$ cat src/rtl/approx_mul_accumulator.sv
// Frame accumulator for approximate-multiplier products.
// Sums a product stream per frame and presents sum, term count and overflow.
module approx_mul_accumulator #(
    parameter int  ACC_W     = 24,
    parameter int  MAX_TERMS = 256,
    parameter bit  SAT       = 1'b1,
    localparam int CNT_W     = $clog2(MAX_TERMS + 1)
) (
    input  logic             clk,
    input  logic             rst_n,
    input  logic             prod_valid,
    output logic             prod_ready,
    input  logic [15:0]      prod_data,
    input  logic             prod_last,
    output logic             acc_valid,
    input  logic             acc_ready,
    output logic [ACC_W-1:0] acc_data,
    output logic [CNT_W-1:0] acc_count,
    output logic             acc_ovf
);

    typedef enum logic [1:0] {
        IDLE,
        ACCUM,
        HOLD
    } state_e;

    state_e           state_q, state_d;
    logic [ACC_W-1:0] sum_q, sum_d;
    logic [CNT_W-1:0] cnt_q, cnt_d;
    logic             ovf_q, ovf_d;
    logic             rdy_q, rdy_d;

    logic             accept;
    logic             carry;
    logic             close;
    logic [ACC_W:0]   ext;
    logic [CNT_W-1:0] cnt_inc;

    assign accept  = prod_valid & rdy_q;
    assign ext     = {1'b0, sum_q} + {{(ACC_W - 15){1'b0}}, prod_data};
    assign carry   = ext[ACC_W];
    assign cnt_inc = cnt_q + CNT_W'(1);
    assign close   = prod_last | (cnt_inc == CNT_W'(MAX_TERMS));

    always_comb begin
        state_d = state_q;
        sum_d   = sum_q;
        cnt_d   = cnt_q;
        ovf_d   = ovf_q;
        unique case (state_q)
            IDLE, ACCUM: begin
                if (accept) begin
                    cnt_d = cnt_inc;
                    ovf_d = ovf_q | carry;
                    // Saturation sticks: all-ones plus anything nonzero carries again
                    if (carry && SAT) begin
                        sum_d = {ACC_W{1'b1}};
                    end else begin
                        sum_d = ext[ACC_W-1:0];
                    end
                    state_d = close ? HOLD : ACCUM;
                end
            end
            HOLD: begin
                if (acc_ready) begin
                    state_d = IDLE;
                    sum_d   = '0;
                    cnt_d   = '0;
                    ovf_d   = 1'b0;
                end
            end
            default: begin
                state_d = IDLE;
            end
        endcase
        rdy_d = (state_d != HOLD);
    end

    always_ff @(posedge clk or negedge rst_n) begin
        if (!rst_n) begin
            state_q <= IDLE;
            sum_q   <= '0;
            cnt_q   <= '0;
            ovf_q   <= 1'b0;
            rdy_q   <= 1'b0;
        end else begin
            state_q <= state_d;
            sum_q   <= sum_d;
            cnt_q   <= cnt_d;
            ovf_q   <= ovf_d;
            rdy_q   <= rdy_d;
        end
    end

    assign prod_ready = rdy_q;
    assign acc_valid  = (state_q == HOLD);
    assign acc_data   = sum_q;
    assign acc_count  = cnt_q;
    assign acc_ovf    = ovf_q;

endmodule

$ cat config.mk
export PLATFORM = sky130hd
export DESIGN_NAME = approx_mul_accumulator
export DESIGN_NICKNAME = d
export VERILOG_FILES = /design/src/rtl/approx_mul_accumulator.sv
export SDC_FILE = /design/constraint.sdc
export NUM_CORES = 1
export LEC_CHECK = 0
export CORE_ASPECT_RATIO = 0.75
export CORE_MARGIN = 2
export CORE_UTILIZATION = 51
export CTS_CLUSTER_DIAMETER = 100
export DETAILED_ROUTE_END_ITERATION = 6
export PLACE_DENSITY = 0.81
export SYNTH_ARGS = -nofsm -noshare
export SYNTH_HDL_FRONTEND = slang
export SYNTH_SLANG_ARGS = --single-unit
$ cat constraint.sdc
create_clock -name clk -period 3.3 [get_ports clk]
set_clock_uncertainty 0.2 [all_clocks]
set_input_delay 0.66 -clock clk [delete_from_list [all_inputs] [get_ports clk]]
set_output_delay 0.66 -clock clk [all_outputs]
set_load 0.005 [all_outputs]
==> results_dict.tcl <==
set metrics [dict create \
    yosys-top-cells-count "dfrtp_1 (37), nand2_1 (37), o21ai_0 (23)" \
    hpwl_um 4760 \
    synth-edff-count 0 \
    yosysTopAreaCellShare 0.371 \
    cts.sinks 37 \
    dieArea_um2 5480 \
    diodes 0 \
    syn_area_per_cell_um2 8.86 \
    pre_cts_ws_ns -0.307 \
    setup-tns-final_ns 0 \
    slew_viol_final 0 \
    hold_violations 0 \
    drc 0 \
    cts_root_buffer "clkbuf_8" \
    synthCells 282 \
    ys_seq_area_frac 0.371 \
    outcome "finished clean" \
    grt_pass1_vias 2276 \
    start_kind "primary input" \
    grt_pass1_wl_um 10700 \
    wl_per_cell_um 15.1 \
    die_height_um 64.6 \
    track_usage 0.243 \
    grt-ovfl-total 0 \
    rows 22 \
    utilization 0.703 \
    io_buffers 56 \
    fin_nets 399 \
    clock_path_buffers 2 \
    grt_max_degree 38 \
    pin_count 57 \
    ctsHoldBuffers 0 \
    synth.top_cells.by_area "dfrtp_1 (37%), ha_1 (9.0%), nand2_1 (5.6%), a22oi_1 (5.1%), o21ai_0 (4.6%)" \
    antenna_found_initial 0 \
    synthArstFlopShare 1.00 \
    num-fill-cells 381 \
    routed_wl_um 6350 \
    detail-route-antenna-nets 0 \
    max_stage_delay_ns 0.46 \
    synth_ff_type "dfrtp_1" \
    period_share 0.962 \
    tightest_slew_ns 0.814 \
    worst_setup_path_end_kind "register" \
    cts_buffers 5 \
    timing.fmax_mhz 315 \
    drive_gt1_frac 0.136 \
    clk_latency_ns 0.29 \
    placed_cell_area_um2 3270 \
    ir_worst_vdd_uv 455 \
    cp_max_fo 4 \
    h-tree-depth 2 \
    setup_ws_ns 0.127 \
    final_cell_area_um2 3380 \
    hp-class "primary input to asynchronous set/reset pin" \
    syn_area_um2 2500 \
    drtPass1Iterations 4 \
    worst-setup-path-type "primary input to register" \
    grt_setup_unrepaired "false" \
    drv_cap 0 \
    vias 2452 \
    yosysUniqueCellTypes 44 \
    area_delta_synth_final_pct 35.5 \
    slew-limit-headroom 0.457 \
    synthesis.nets 322 \
    cp.required_ns 3.27 \
    drt-initial-drc-count 138 \
    die_x_um 84.8 \
    power_density_nw_per_um2 769 \
    clkTransAtPathRegs_ns 0.08 \
    p_leak_nw 1.57 \
    cts_tree "built" \
    ys_seq_elements 37 \
    globalplace.congestion 0.858 \
    yosys_warnings 0 \
    reg2reg_depth 9 \
    start_util 0.519 \
    viasPerCell 5.84 \
    cp.arrival_ns 3.15 \
    synth_top_cell_by_area "dfrtp_1" \
    core_um2 4820 \
    finalCriticalPeriod_ns 3.17 \
    setup_viol 0 \
    crit_chain "clkdlybuf4s50_1, ha_1, a211oi_2, o211ai_1, a221o_2, a311o_2, and3_1, a211oi_1, a21oi_1" \
    crit_slowest_cell "clkdlybuf4s50_1" \
]
-- logic make-up after synthesis --
logic type	count (synthesis)	synth area share
xor+xnor	17	0.0596
buf+inv	19	0.0310
flops	37	0.371
simple gates	85	0.159
fa+ha+maj	19	0.0981
compound gates	105	0.282
-- flip-flops by register name (all words and copies together) (netlist names) --
register	count
acc_count	9
acc_data	24
state_q	2
acc_ovf	1
prod_ready	1
-- layout by cell type (no fill, tap or decap), types with 5 or more instances in the layout --
master / instances
nor3_1: 6
xnor2_1: 7
nor2_1: 10
o21ai_0: 23
dfrtp_1: 37
xor2_1: 10
clkdlybuf4s50_1: 55
and3_1: 5
nand4_1: 7
o211ai_1: 6
clkbuf_8: 5
ha_1: 18
a21o_1: 9
nand2_1: 37
a21oi_1: 19
inv_1: 8
buf_4: 25
nand3_1: 8
a22oi_1: 17
-- where the power goes --
group,total (mW),internal (mW),switching [mW]
Sequential,0.751,0.588,0.163
Clock,0.327,0.150,0.177
Combinational,1.53,0.821,0.705
Total,2.60,1.56,1.04
-- layout make-up --
type / count / area (um^2) / share of cell area
Clock buffer: 5 / 68.8 / 0.0203
Clock inverter: 3 / 21.3 / 0.00628
Inverter: 8 / 30.0 / 0.00887
Multi-Input combinational cell: 226 / 1520 / 0.449
Sequential cell: 37 / 926 / 0.274
Tap cell: 60 / 75.1 / 0.0222
Timing Repair Buffer: 81 / 743 / 0.220
-- routing by layer --
layer,up-vias,global-route usage,wire length [um]
met5,-,0,0
met4,0,0.0417,31
met3,4,0.0395,320
met2,72,0.389,2950
met1,1167,0.353,3050
li1,1209,-,-
-- final timing paths --
check	from	to	slack, ns
setup reg to reg	acc_data[0]	acc_data[23]	0.53
setup / recovery	prod_data[1]	acc_data[23]	0.13
min in group clk	state_q[1]	state_q[0]	0.29
max in group asynchronous	rst_n	acc_count[8]	2.13
hold / removal	rst_n	acc_data[7]	0.25
hold reg to reg	state_q[1]	state_q[0]	0.29
-- what timing repair did --
action,in CTS,in global routing
endpoints found under the hold margin,0,0
setup endpoints to repair,13,21
gates resized for setup,1,4
pin swaps,0,1
setup buffers,0,0
-- worst max-delay path, delay by kind of cell --
kind                       cells  cell delay [ns]
and+or+nand+nor                1             0.18
buffers and inverters          1             0.46
AOI/OAI and AO/OA              6             1.50
adders and majority gates      1             0.35
-- stage by stage --
| stage | instances | hold slack [ns] | total power, mW |
|---|---|---|---|
| 2_1_floorplan | 282 | 0.164 | 1.59 |
| 3_3_place_gp | 412 | 0.274 | 2.21 |
| 3_5_place_dp | 412 | 0.286 | 2.24 |
| 4_1_cts | 420 | 0.290 | 2.58 |
| 5_1_grt | 420 | 0.317 | 2.82 |
| 6_report | 420 | 0.251 | 2.60 |
Note: power is estimated with default switching activity, not from simulation.
==> variant, RTL diff (same flow settings) <==
Change the parameter `ACC_W` from 24 to 20.
--- a/src/rtl/approx_mul_accumulator.sv
+++ b/src/rtl/approx_mul_accumulator.sv
@@ -1,7 +1,7 @@
 // Frame accumulator for approximate-multiplier products.
 // Sums a product stream per frame and presents sum, term count and overflow.
 module approx_mul_accumulator #(
-    parameter int  ACC_W     = 24,
+    parameter int  ACC_W     = 20,
     parameter int  MAX_TERMS = 256,
     parameter bit  SAT       = 1'b1,
     localparam int CNT_W     = $clog2(MAX_TERMS + 1)
Ports: changed (resized acc_data); port bits go from 57 to 53. No check against the original RTL was run, so the function may have changed too.
==> variant against the unedited design <==
- utilization up 0.67 points
- total power up 2.0%
- worst hold slack better by 0.055 ns
- wire length up 1.0%
- setup slack better by 0.086 ns
- critical endpoint is now acc_data[15]
- sequential cell count down 4
- cell area down 5.3%
- synthesized area down 3.1%
- highest routed layer unchanged
- sequential share of layout area down 1.6 points
- sequential power down 6.3%
==> variant: results (changes against the unedited design) <==
GRT Total Usage=0.254 (+0.0111); worst vdd ir=0.000508 V (+12%); fin nets=375 (-6.0%); met2 routed WL=2850 µm (-3.5%); Worst Tran Pin Value=0.937 ns (+0.122 ns); Cell Count, Final, Fillers Out=393 (-6.4%); type of the most critical hold path=reg -> reg; Vias/cell=6.20 (+6.2%); Finished Core Util=0.709 (+0.00670); drt wl/cell=16.3 µm (+8.0%); reg2reg end=acc_data[15]; Switch Pwr=1.06 mW (+1.4%); number of library cell types mapped by synthesis=47 (+6.8%); Post-DP Area=0.00309 mm² (-5.6%); max FFs per register=20 (-17%); status=finished, final reports clean; initial DRC count=277 (+100%); synth top area cells=dfrtp_1 (34%), ha_1 (9.3%), a221o_1 (6.2%), nand2_1 (5.3%), a21oi_1 (5.0%); vias in the first global route=2295 (+0.83%); register area share after synthesis=0.341 (-0.0296); Placer Congestion=0.865 (+0.86%); WL met1=3110 µm (+2.0%); Sequential Power Share=0.265 (-0.024); r2r setup slk=0.60 ns (+0.07 ns); worst hold margin=0.306 ns (+0.0550 ns); max incr delay on CP=0.41 ns (-0.05 ns); largest net degree at the start of global routing=34 (-11%); crit path from=prod_data[0]; CTS resizes=0 (-1); share of cells above drive strength 1=0.107 (-0.0290); iteration count of the initial detailed-routing pass=6 (+2); metal3 WL=395 µm (+23%); IO Port Bufs=52 (-7.1%); LEAKAGE=1.39 nW (-11%); first-pass GRT wire length=11000 µm (+2.6%); Worst EP arrival=3.04 ns (-0.11 ns)
-- variant: cell count changes after synthesis, sizes merged, moves of 5 or more --
| cell | before | now |
|---|---|---|
| a21oi | 20 | 25 |
| nand4 | 7 | 2 |
| a22oi | 17 | 0 |
| a221o | 1 | 15 |
-- variant: stage by stage --
step	TNS, ns	setup slack [ns]
after detailed placement	-0.0849	-0.0676
after global routing	0	0.0618
final	0	0.213
after floorplan	0	0.489
after CTS	0	0.221
after global placement	0	0.0100
-- variant: worst max-delay path, delay by kind of cell --
family                   cells  cell delay (ns)
buffers and inverters        2             0.59
AND/OR/NAND/NOR              2             0.46
adder cells (fa/ha/maj)      2             0.63
AO/OA/AOI/OAI                4             0.71
-- variant: how the worst max path moves through the flow --
stage | to | slack, ns | depth (start not counted)
global route | acc_data[15] | 0.06 | 10
finish | acc_data[15] | 0.21 | 10
global placement | acc_data[15] | 0.01 | 10
floorplan | acc_data[15] | 0.49 | 9
CTS | acc_data[15] | 0.22 | 10
detailed placement | acc_data[15] | -0.07 | 10
-- variant: cell families after synthesis --
group,count (synthesis),synth area share
AOI/OAI and AO/OA,106,0.309
and+or+nand+nor,75,0.143
DFF,33,0.341
buffers and inverters,22,0.0387
adders and majority gates,19,0.101
xor gates and xnor gates,15,0.0542
muxes,3,0.0124
-- variant: layer usage --
metal  vias to the layer above  global-route usage
met1                      1173               0.389
li1                       1157                   -
met5                         -                   0
met3                         7              0.0393
met4                         0              0.0645
met2                       100               0.372
-- variant: final cells by class --
cell class | instances | share of cell area
Tap cell | 57 | 0.0222
Timing Repair Buffer | 71 | 0.207
Multi-Input combinational cell | 218 | 0.470
Clock inverter | 1 | 0.00937
Sequential cell | 33 | 0.258
Clock buffer | 7 | 0.0269
Inverter | 6 | 0.00703
